$ cat src/rtl/queue_controller_mq_pkg.sv
// Shared definitions for the multi-queue instruction-buffer pointer engine:
// width helper and the bit positions of the sticky error vector.
`ifndef QCM_CLOG2_MIN1
`define QCM_CLOG2_MIN1(n) (((n) > 1) ? $clog2(n) : 1)
`endif

package queue_controller_mq_pkg;

    // Bit positions inside err[2:0]
    localparam int ERR_VT_OVF = 0;
    localparam int ERR_WR_OVR = 1;
    localparam int ERR_RD_UNF = 2;
    localparam int ERR_W      = 3;

    // Queue-id width; a single queue still gets a 1-bit id field.
    function automatic int qid_width(input int n);
        return `QCM_CLOG2_MIN1(n);
    endfunction

endpackage

$ cat src/rtl/queue_controller_mq_if.sv
// Fetch/decode-facing bundle of the queue controller.
// Handshake: every request (vtail_incr, vtail_dec, q_wr, q_rd, q_reset) is a
// single-cycle strobe with no ready; it is accepted on the rising edge it is
// high. Illegal requests are dropped and flagged in err, and buff_wr_en tells
// the buffer RAM whether the q_wr of this cycle is accepted.
interface queue_controller_mq_if #(
    parameter int NUM_Q = 8,
    parameter int DEPTH = 8
);
    import queue_controller_mq_pkg::*;

    localparam int QID_W = qid_width(NUM_Q);
    localparam int AW    = $clog2(DEPTH);

    logic                    vtail_incr;
    logic [QID_W-1:0]        vt_qid;
    logic                    vtail_dec;
    logic [QID_W-1:0]        vd_qid;
    logic                    q_wr;
    logic [QID_W-1:0]        wr_qid;
    logic                    q_rd;
    logic [QID_W-1:0]        rd_qid;
    logic [NUM_Q-1:0]        q_reset;
    logic [NUM_Q-1:0]        q_empty;
    logic [NUM_Q-1:0]        stop_fetch;
    logic [NUM_Q*(AW+1)-1:0] occupancy;
    logic [QID_W+AW-1:0]     buff_rd_addr;
    logic [QID_W+AW-1:0]     buff_wr_addr;
    logic                    buff_wr_en;
    logic [ERR_W-1:0]        err;

    // Fetch/decode side
    modport master (
        output vtail_incr, vt_qid, vtail_dec, vd_qid, q_wr, wr_qid, q_rd, rd_qid, q_reset,
        input  q_empty, stop_fetch, occupancy, buff_rd_addr, buff_wr_addr, buff_wr_en, err
    );

    // Controller side
    modport slave (
        input  vtail_incr, vt_qid, vtail_dec, vd_qid, q_wr, wr_qid, q_rd, rd_qid, q_reset,
        output q_empty, stop_fetch, occupancy, buff_rd_addr, buff_wr_addr, buff_wr_en, err
    );

endinterface

$ cat src/rtl/queue_controller_mq_ptr_slice.sv
// One queue's head/tail/vtail pointers with an extra wrap bit, legality
// checks, status outputs and single-cycle error pulses.
module queue_ptr_slice #(
    parameter int DEPTH       = 8,
    parameter int STOP_MARGIN = 2,
    localparam int AW         = $clog2(DEPTH)
) (
    input  logic          clk,
    input  logic          rst,
    input  logic          incr,
    input  logic          dec,
    input  logic          wr,
    input  logic          rd,
    input  logic          flush,
    output logic          empty,
    output logic          stop,
    output logic [AW:0]   occ,
    output logic [AW-1:0] head_idx,
    output logic [AW-1:0] tail_idx,
    output logic          wr_ok,
    output logic          vt_ovf,
    output logic          wr_ovr,
    output logic          rd_unf
);
    localparam int          PW     = AW + 1;
    localparam logic [AW:0] FULL   = PW'(DEPTH);
    localparam logic [AW:0] THRESH = PW'(DEPTH - STOP_MARGIN);

    logic [AW:0] head, tail, vtail;
    logic [AW:0] reserved;
    logic        incr_only, dec_only, incr_ok, dec_ok, rd_ok;

    // Differences are taken mod 2^(AW+1), so they stay correct across the wrap.
    assign reserved = vtail - head;
    assign occ      = tail - head;
    assign empty    = (head == tail);
    assign stop     = (reserved >= THRESH);
    assign head_idx = head[AW-1:0];
    assign tail_idx = tail[AW-1:0];

    // A simultaneous reserve and release cancel out and skip the overflow check.
    assign incr_only = incr & ~dec;
    assign dec_only  = dec & ~incr;
    assign incr_ok   = incr_only & (reserved != FULL);
    assign dec_ok    = dec_only & (vtail != tail);
    assign wr_ok     = wr & (tail != vtail) & ~flush;
    assign rd_ok     = rd & ~empty;

    // A flush swallows every op on this queue, including its error reports.
    assign vt_ovf = incr_only & (reserved == FULL) & ~flush;
    assign wr_ovr = wr & (tail == vtail) & ~flush;
    assign rd_unf = rd & empty & ~flush;

    // Pointer registers; legality is judged on the pre-edge values above.
    always_ff @(posedge clk or negedge rst) begin
        if (!rst) begin
            head  <= '0;
            tail  <= '0;
            vtail <= '0;
        end else if (flush) begin
            head  <= '0;
            tail  <= '0;
            vtail <= '0;
        end else begin
            if (incr_ok)
                vtail <= vtail + 1'b1;
            else if (dec_ok)
                vtail <= vtail - 1'b1;
            if (wr_ok)
                tail <= tail + 1'b1;
            if (rd_ok)
                head <= head + 1'b1;
        end
    end

endmodule

$ cat src/rtl/queue_controller_mq.sv
// Pointer/flow-control engine for NUM_Q instruction-buffer queues sharing one
// buffer RAM. Decodes queue ids, muxes the RAM addresses and keeps the sticky
// error flags; per-queue state lives in queue_ptr_slice.
module queue_controller_mq
    import queue_controller_mq_pkg::*;
#(
    parameter int NUM_Q       = 8,
    parameter int DEPTH       = 8,
    parameter int STOP_MARGIN = 2
) (
    input  logic                  clk,
    input  logic                  rst,
    queue_controller_mq_if.slave  bus
);
    localparam int QID_W = qid_width(NUM_Q);
    localparam int AW    = $clog2(DEPTH);

    logic [NUM_Q-1:0]        empty_v, stop_v, wr_ok_v, vt_ovf_v, wr_ovr_v, rd_unf_v;
    logic [AW:0]             occ_v      [NUM_Q];
    logic [AW-1:0]           head_idx_v [NUM_Q];
    logic [AW-1:0]           tail_idx_v [NUM_Q];
    logic [NUM_Q*(AW+1)-1:0] occ_flat;
    logic [AW-1:0]           rd_idx, wr_idx;
    logic [ERR_W-1:0]        err_pulse, err_q;

    // Ids at or above NUM_Q match no slice, so such ops fall through silently.
    for (genvar q = 0; q < NUM_Q; q++) begin : g_q
        localparam logic [QID_W-1:0] QID = QID_W'(q);

        queue_ptr_slice #(
            .DEPTH       (DEPTH),
            .STOP_MARGIN (STOP_MARGIN)
        ) u_slice (
            .clk      (clk),
            .rst      (rst),
            .incr     (bus.vtail_incr && (bus.vt_qid == QID)),
            .dec      (bus.vtail_dec && (bus.vd_qid == QID)),
            .wr       (bus.q_wr && (bus.wr_qid == QID)),
            .rd       (bus.q_rd && (bus.rd_qid == QID)),
            .flush    (bus.q_reset[q]),
            .empty    (empty_v[q]),
            .stop     (stop_v[q]),
            .occ      (occ_v[q]),
            .head_idx (head_idx_v[q]),
            .tail_idx (tail_idx_v[q]),
            .wr_ok    (wr_ok_v[q]),
            .vt_ovf   (vt_ovf_v[q]),
            .wr_ovr   (wr_ovr_v[q]),
            .rd_unf   (rd_unf_v[q])
        );
    end

    // Pack occupancy and select the head/tail slot of the addressed queues.
    always_comb begin
        occ_flat = '0;
        rd_idx   = '0;
        wr_idx   = '0;
        for (int q = 0; q < NUM_Q; q++) begin
            occ_flat[q*(AW+1) +: AW+1] = occ_v[q];
            if (bus.rd_qid == QID_W'(q))
                rd_idx = head_idx_v[q];
            if (bus.wr_qid == QID_W'(q))
                wr_idx = tail_idx_v[q];
        end
    end

    // Collect this cycle's error pulses from all queues.
    always_comb begin
        err_pulse             = '0;
        err_pulse[ERR_VT_OVF] = |vt_ovf_v;
        err_pulse[ERR_WR_OVR] = |wr_ovr_v;
        err_pulse[ERR_RD_UNF] = |rd_unf_v;
    end

    // Sticky error flags, cleared only by the global reset.
    always_ff @(posedge clk or negedge rst) begin
        if (!rst)
            err_q <= '0;
        else
            err_q <= err_q | err_pulse;
    end

    assign bus.q_empty      = empty_v;
    assign bus.stop_fetch   = stop_v;
    assign bus.occupancy    = occ_flat;
    assign bus.buff_rd_addr = {bus.rd_qid, rd_idx};
    assign bus.buff_wr_addr = {bus.wr_qid, wr_idx};
    assign bus.buff_wr_en   = |wr_ok_v;
    assign bus.err          = err_q;

endmodule
$ cat src/flat_wrapper.sv
// flat-port wrapper written by rule: the top's interface ports become plain ports
module queue_controller_mq_flat import queue_controller_mq_pkg::*;
#(
    parameter int NUM_Q       = 8,
    parameter int DEPTH       = 8,
    parameter int STOP_MARGIN = 2
)
  (clk, rst, bus_vtail_incr, bus_vt_qid, bus_vtail_dec, bus_vd_qid, bus_q_wr, bus_wr_qid, bus_q_rd, bus_rd_qid, bus_q_reset, bus_q_empty, bus_stop_fetch, bus_occupancy, bus_buff_rd_addr, bus_buff_wr_addr, bus_buff_wr_en, bus_err);
  queue_controller_mq_if #(.NUM_Q(NUM_Q), .DEPTH(DEPTH)) bus_i ();
  input  logic clk;
  input  logic rst;
  input wire logic [$bits(bus_i.vtail_incr)-1:0] bus_vtail_incr;
  input wire logic [$bits(bus_i.vt_qid)-1:0] bus_vt_qid;
  input wire logic [$bits(bus_i.vtail_dec)-1:0] bus_vtail_dec;
  input wire logic [$bits(bus_i.vd_qid)-1:0] bus_vd_qid;
  input wire logic [$bits(bus_i.q_wr)-1:0] bus_q_wr;
  input wire logic [$bits(bus_i.wr_qid)-1:0] bus_wr_qid;
  input wire logic [$bits(bus_i.q_rd)-1:0] bus_q_rd;
  input wire logic [$bits(bus_i.rd_qid)-1:0] bus_rd_qid;
  input wire logic [$bits(bus_i.q_reset)-1:0] bus_q_reset;
  output wire logic [$bits(bus_i.q_empty)-1:0] bus_q_empty;
  output wire logic [$bits(bus_i.stop_fetch)-1:0] bus_stop_fetch;
  output wire logic [$bits(bus_i.occupancy)-1:0] bus_occupancy;
  output wire logic [$bits(bus_i.buff_rd_addr)-1:0] bus_buff_rd_addr;
  output wire logic [$bits(bus_i.buff_wr_addr)-1:0] bus_buff_wr_addr;
  output wire logic [$bits(bus_i.buff_wr_en)-1:0] bus_buff_wr_en;
  output wire logic [$bits(bus_i.err)-1:0] bus_err;
  assign bus_i.vtail_incr = bus_vtail_incr;
  assign bus_i.vt_qid = bus_vt_qid;
  assign bus_i.vtail_dec = bus_vtail_dec;
  assign bus_i.vd_qid = bus_vd_qid;
  assign bus_i.q_wr = bus_q_wr;
  assign bus_i.wr_qid = bus_wr_qid;
  assign bus_i.q_rd = bus_q_rd;
  assign bus_i.rd_qid = bus_rd_qid;
  assign bus_i.q_reset = bus_q_reset;
  assign bus_q_empty = bus_i.q_empty;
  assign bus_stop_fetch = bus_i.stop_fetch;
  assign bus_occupancy = bus_i.occupancy;
  assign bus_buff_rd_addr = bus_i.buff_rd_addr;
  assign bus_buff_wr_addr = bus_i.buff_wr_addr;
  assign bus_buff_wr_en = bus_i.buff_wr_en;
  assign bus_err = bus_i.err;
  queue_controller_mq #(.NUM_Q(NUM_Q), .DEPTH(DEPTH), .STOP_MARGIN(STOP_MARGIN)) u_core (.clk(clk), .rst(rst), .bus(bus_i));
endmodule
$ cat config.mk
export PLATFORM = sky130hd
export DESIGN_NAME = queue_controller_mq_flat
export DESIGN_NICKNAME = d
export VERILOG_FILES = /design/src/rtl/queue_controller_mq_pkg.sv /design/src/rtl/queue_controller_mq_if.sv /design/src/rtl/queue_controller_mq_ptr_slice.sv /design/src/rtl/queue_controller_mq.sv /design/src/flat_wrapper.sv
export SDC_FILE = /design/constraint.sdc
export NUM_CORES = 1
export LEC_CHECK = 0
export CELL_PAD_IN_SITES_DETAIL_PLACEMENT = 1
export CELL_PAD_IN_SITES_GLOBAL_PLACEMENT = 1
export CORE_ASPECT_RATIO = 0.6
export CORE_MARGIN = 5
export CORE_UTILIZATION = 46
export CTS_BUF_LIST = sky130_fd_sc_hd__clkbuf_4 sky130_fd_sc_hd__clkbuf_8 sky130_fd_sc_hd__clkbuf_16
export DETAILED_ROUTE_END_ITERATION = 6
export GPL_ROUTABILITY_DRIVEN = 0
export PLACE_DENSITY = 0.9
export SYNTH_ARGS = -nofsm -noshare
export SYNTH_HDL_FRONTEND = slang
export SYNTH_HIERARCHICAL = 1
export SYNTH_SLANG_ARGS = --single-unit
$ cat constraint.sdc
create_clock -name clk -period 3.78 [get_ports clk]
set_clock_uncertainty 0.05 [all_clocks]
set_input_delay 0.567 -clock clk [delete_from_list [all_inputs] [get_ports clk]]
set_output_delay 0.567 -clock clk [all_outputs]
set_load 0.05 [all_outputs]
==> results of run 1 <==
==> where the power goes <==
part           switching, mW  internal (mW)  total, mW
sequential             0.293           1.19       1.49
clock                  0.483          0.460      0.943
combinational           1.81           1.24       3.06
==> cells by family (layout without fill, tap and decap cells) <==
kind of cell | Yosys count | count (layout)
AOI/OAI and AO/OA | 156 | 156
DFF | 99 | 99
muxes | 47 | 47
and+or+nand+nor | 396 | 396
buffers and inverters | 188 | 243
xor gates and xnor gates | 128 | 128
adders and majority gates | 104 | 104
==> stage by stage <==
step	hold slack, ps	worst slack [ps]	power (mW)	cell area (µm²)	utilization [%]
floorplan	221	508	3.63	10100	-
global route	291	8.03	5.79	11400	52.1
finish	246	112	5.49	11400	52.1
detailed placement	439	140	4.48	11100	50.7
CTS	275	33.0	5.44	11300	52.0
global placement	426	285	4.28	11100	50.7
==> timing repair <==
item / 4_1_cts / 5_1_grt
gates resized for setup: 0 / 5
buffers inserted: 0 / 0
setup endpoints to repair: 0 / 7
endpoints found under the hold margin: 0 / 0
==> worst max-delay path by stage <==
stage | from | end | slack [ps] | cells after the start
floorplan | u_core/g_q[7].u_slice/vtail[0]$_DFFE_PN0P_ | u_core/g_q[7].u_slice/vtail[3]$_DFFE_PN0P_ | 510 | 13
global placement | u_core/g_q[4].u_slice/vtail[0]$_DFFE_PN0P_ | u_core/g_q[4].u_slice/vtail[3]$_DFFE_PN0P_ | 280 | 13
detailed placement | u_core/g_q[6].u_slice/vtail[0]$_DFFE_PN0P_ | u_core/g_q[6].u_slice/vtail[3]$_DFFE_PN0P_ | 140 | 13
CTS | u_core/g_q[2].u_slice/head[1]$_DFFE_PN0P_ | bus_stop_fetch[2] | 30 | 7
global route | u_core/g_q[6].u_slice/vtail[0]$_DFFE_PN0P_ | u_core/g_q[6].u_slice/vtail[3]$_DFFE_PN0P_ | 8 | 13
finish | u_core/g_q[0].u_slice/head[2]$_DFFE_PN0P_ | bus_stop_fetch[0] | 110 | 7
==> cell type report <==
class / count / area (µm²)
clock buffers: 9 / 225
flip-flops and latches: 99 / 2480
repair buffers: 121 / 1140
fillers: 2525 / 10400
inverters: 106 / 398
well taps: 286 / 358
multi-input cells: 831 / 6710
clock inverters: 7 / 58.8
==> critical path: cells and delay by family, from the launching register on <==
family	cells	cell delay (ps)
AOI/OAI and AO/OA	2	440
adders and majority gates	1	400
DFF	1	460
and+or+nand+nor	2	440
buffers and inverters	2	940
==> layout by cell type (no fill, tap or decap), types with 7 or more instances in the layout <==
| cell type | n |
|---|---|
| nand2b_1 | 18 |
| o21ai_0 | 9 |
| a21oi_2 | 8 |
| dfrtp_1 | 99 |
| or3_1 | 8 |
| nand2_4 | 8 |
| nand3_1 | 44 |
| nor2b_1 | 16 |
| nand3b_1 | 9 |
| xor2_1 | 72 |
| o311ai_0 | 8 |
| or3b_4 | 8 |
| mux2i_1 | 10 |
| fa_1 | 24 |
| ha_1 | 80 |
| or2_2 | 16 |
| and3_1 | 24 |
| o211ai_1 | 9 |
| nor3b_1 | 8 |
| a211oi_1 | 8 |
| a21o_1 | 24 |
| o31ai_4 | 8 |
| a2111o_1 | 8 |
| nand2_1 | 57 |
| buf_4 | 36 |
| clkbuf_16 | 9 |
| a21oi_1 | 48 |
| or4_1 | 8 |
| mux2_4 | 24 |
| o41ai_1 | 8 |
| nor3_1 | 16 |
| xnor2_1 | 56 |
| a21o_2 | 8 |
| clkdlybuf4s50_1 | 83 |
| nand4_1 | 16 |
| and3b_2 | 8 |
| a21boi_0 | 7 |
| nor2_1 | 107 |
| nor4_1 | 21 |
| inv_1 | 106 |
==> registers in the layout, indices dropped and copies added, names as in the netlist <==
name and cells:
u_core/bus.err 3, u_core/g_q.u_slice/head 32, u_core/g_q.u_slice/tail 32, u_core/g_q.u_slice/vtail 32
==> routing by layer <==
layer	share of wire, %	wire (µm)
met5	0	0
met4	2.4	800
met3	8.0	2620
met2	44	14500
met1	46	14900
==> impl_metrics.json, run 1 <==
{
  "outcome": "completed",
  "cts.path.max_buffers": 2,
  "cts_sinks": 99,
  "grt_usage_pct": 26.0,
  "synth_area_um2": 10100,
  "yosys.area_share.xor_xnor_pct": 11.1,
  "arrival_ps": 3050,
  "yosysMostFrequentCell": "nor2_1",
  "die_h_um": 125,
  "h-tree-depth": 3,
  "cp.required_ps": 3160,
  "synth_seq_cells": 99,
  "synth.top_cells.by_area": "dfrtp_1 25%, ha_1 9.9%, xor2_1 6.2%, xnor2_1 4.9%, fa_1 4.8%",
  "synthFlopType": "dfrtp_1",
  "path_cells": "inv_1 -> ha_1 -> a21oi_1 -> a21oi_1 -> or2_2 -> nand2_1 -> clkdlybuf4s50_1",
  "period_minus_slack_ps": 3670,
  "timing.final.crit_share_pct": 97.0,
  "drc": 0,
  "worst_pin_slew_ps": 819,
  "cts_buffers": 9,
  "setup-violations-final": 0,
  "hold_class": "input pin to asynchronous set/reset pin",
  "peakVddDrop_uv": 357,
  "startpoint_type": "flip-flop",
  "synthTopCellsByCount": "107 x nor2_1, 106 x inv_1, 99 x dfrtp_1",
  "dieArea_um2": 25100,
  "synth.largest_area_cell": "dfrtp_1",
  "finalHoldViolCount": 0,
  "critPathKind": "flip-flop to primary output",
  "path_common_cell": "a21oi_1",
  "gr-usage-met2_pct": 39.7,
  "synth-compound-area-share_pct": 12.0,
  "drive_above_1_share_pct": 13.0,
  "diodes": 0,
  "grt_pass1_wl_um": 52500,
  "syn_to_final_growth_pct": 12.6,
  "worstReg2RegEnd": "u_core/g_q[6].u_slice/vtail[3]$_DFFE_PN0P_",
  "finalMaxSlewViolations": 0,
  "r2r_start": "u_core/g_q[6].u_slice/vtail[0]$_DFFE_PN0P_",
  "synth_top_cell_area_share_pct": 24.5,
  "grt_max_degree": 58,
  "syn_nets": 1248,
  "drv_cap": 0,
  "clkSlewWorstSetupHoldPaths_ps": 80,
  "rsz0062_at_grt": "false",
  "cp_max_fo": 5,
  "viasPerCell": 5.97,
  "final_cells": 1459,
  "synthArstFlopShare_pct": 100,
  "routed_wirelength_um": 32800,
  "core_um2": 21800,
  "synth_edf_count": 0,
  "ys_warn_count": 6,
  "tritoncts": "built",
  "grt_antenna_before_repair": 0,
  "crit_path_max_incr_delay_ps": 810,
  "ios": 90,
  "drt-initial-drc-count": 794,
  "cts-root-buf": "clkbuf_16",
  "vias": 8716,
  "r2r_slack_ps": 120,
  "portBuffers": 89,
  "syn-instance-count": 1118,
  "grt_use_met1_pct": 37.0,
  "synth_top_family_by_area": "simple AND/OR/NAND/NOR gates",
  "crit_path_end_kind": "primary output",
  "synthAdderAreaFrac_pct": 14.7,
  "dieWidth_um": 201,
  "max-slew-margin-rel_pct": 44.9,
  "ant_nets": 0,
  "synth.distinct_cells": 47,
  "crit_slowest_cell": "clkdlybuf4s50_1",
  "dp_hpwl_um": 26600,
  "busiest_layer": "met2",
  "p_leak_nw": 5.33,
  "muxShareOfSynthArea_pct": 7.35,
  "postCtsHoldBufs": 0,
  "reg2reg_depth": 13,
  "fin_nets": 1298,
  "clk_latency_ps": 370,
  "first_global_vias": 9318,
  "fin_tns_setup_ps": 0,
  "first_pass_iters": 6,
  "wire_per_inst_um": 22.5,
  "initial_core_util_pct": 46.3,
  "powerDensity_nw_per_um2": 483,
  "grt-ovfl-total": 0,
  "max_freq_mhz": 273,
  "placedCellCount": 1443,
  "rows": 42,
  "synthSimpleGateAreaFrac_pct": 21.1,
  "grtUsageMet3_pct": 5.96,
  "synth.yosys.seq_area_share_pct": 24.5,
  "avgSynthCellArea_um2": 9.03
}
Power figures use the tool's default switching activity.
==> run 2, diff against run 1 <==
- TNS_END_PERCENT: default -> 50
==> results of run 2 <==
No change in the layout: final DEF, timing and power equal those of run 1.
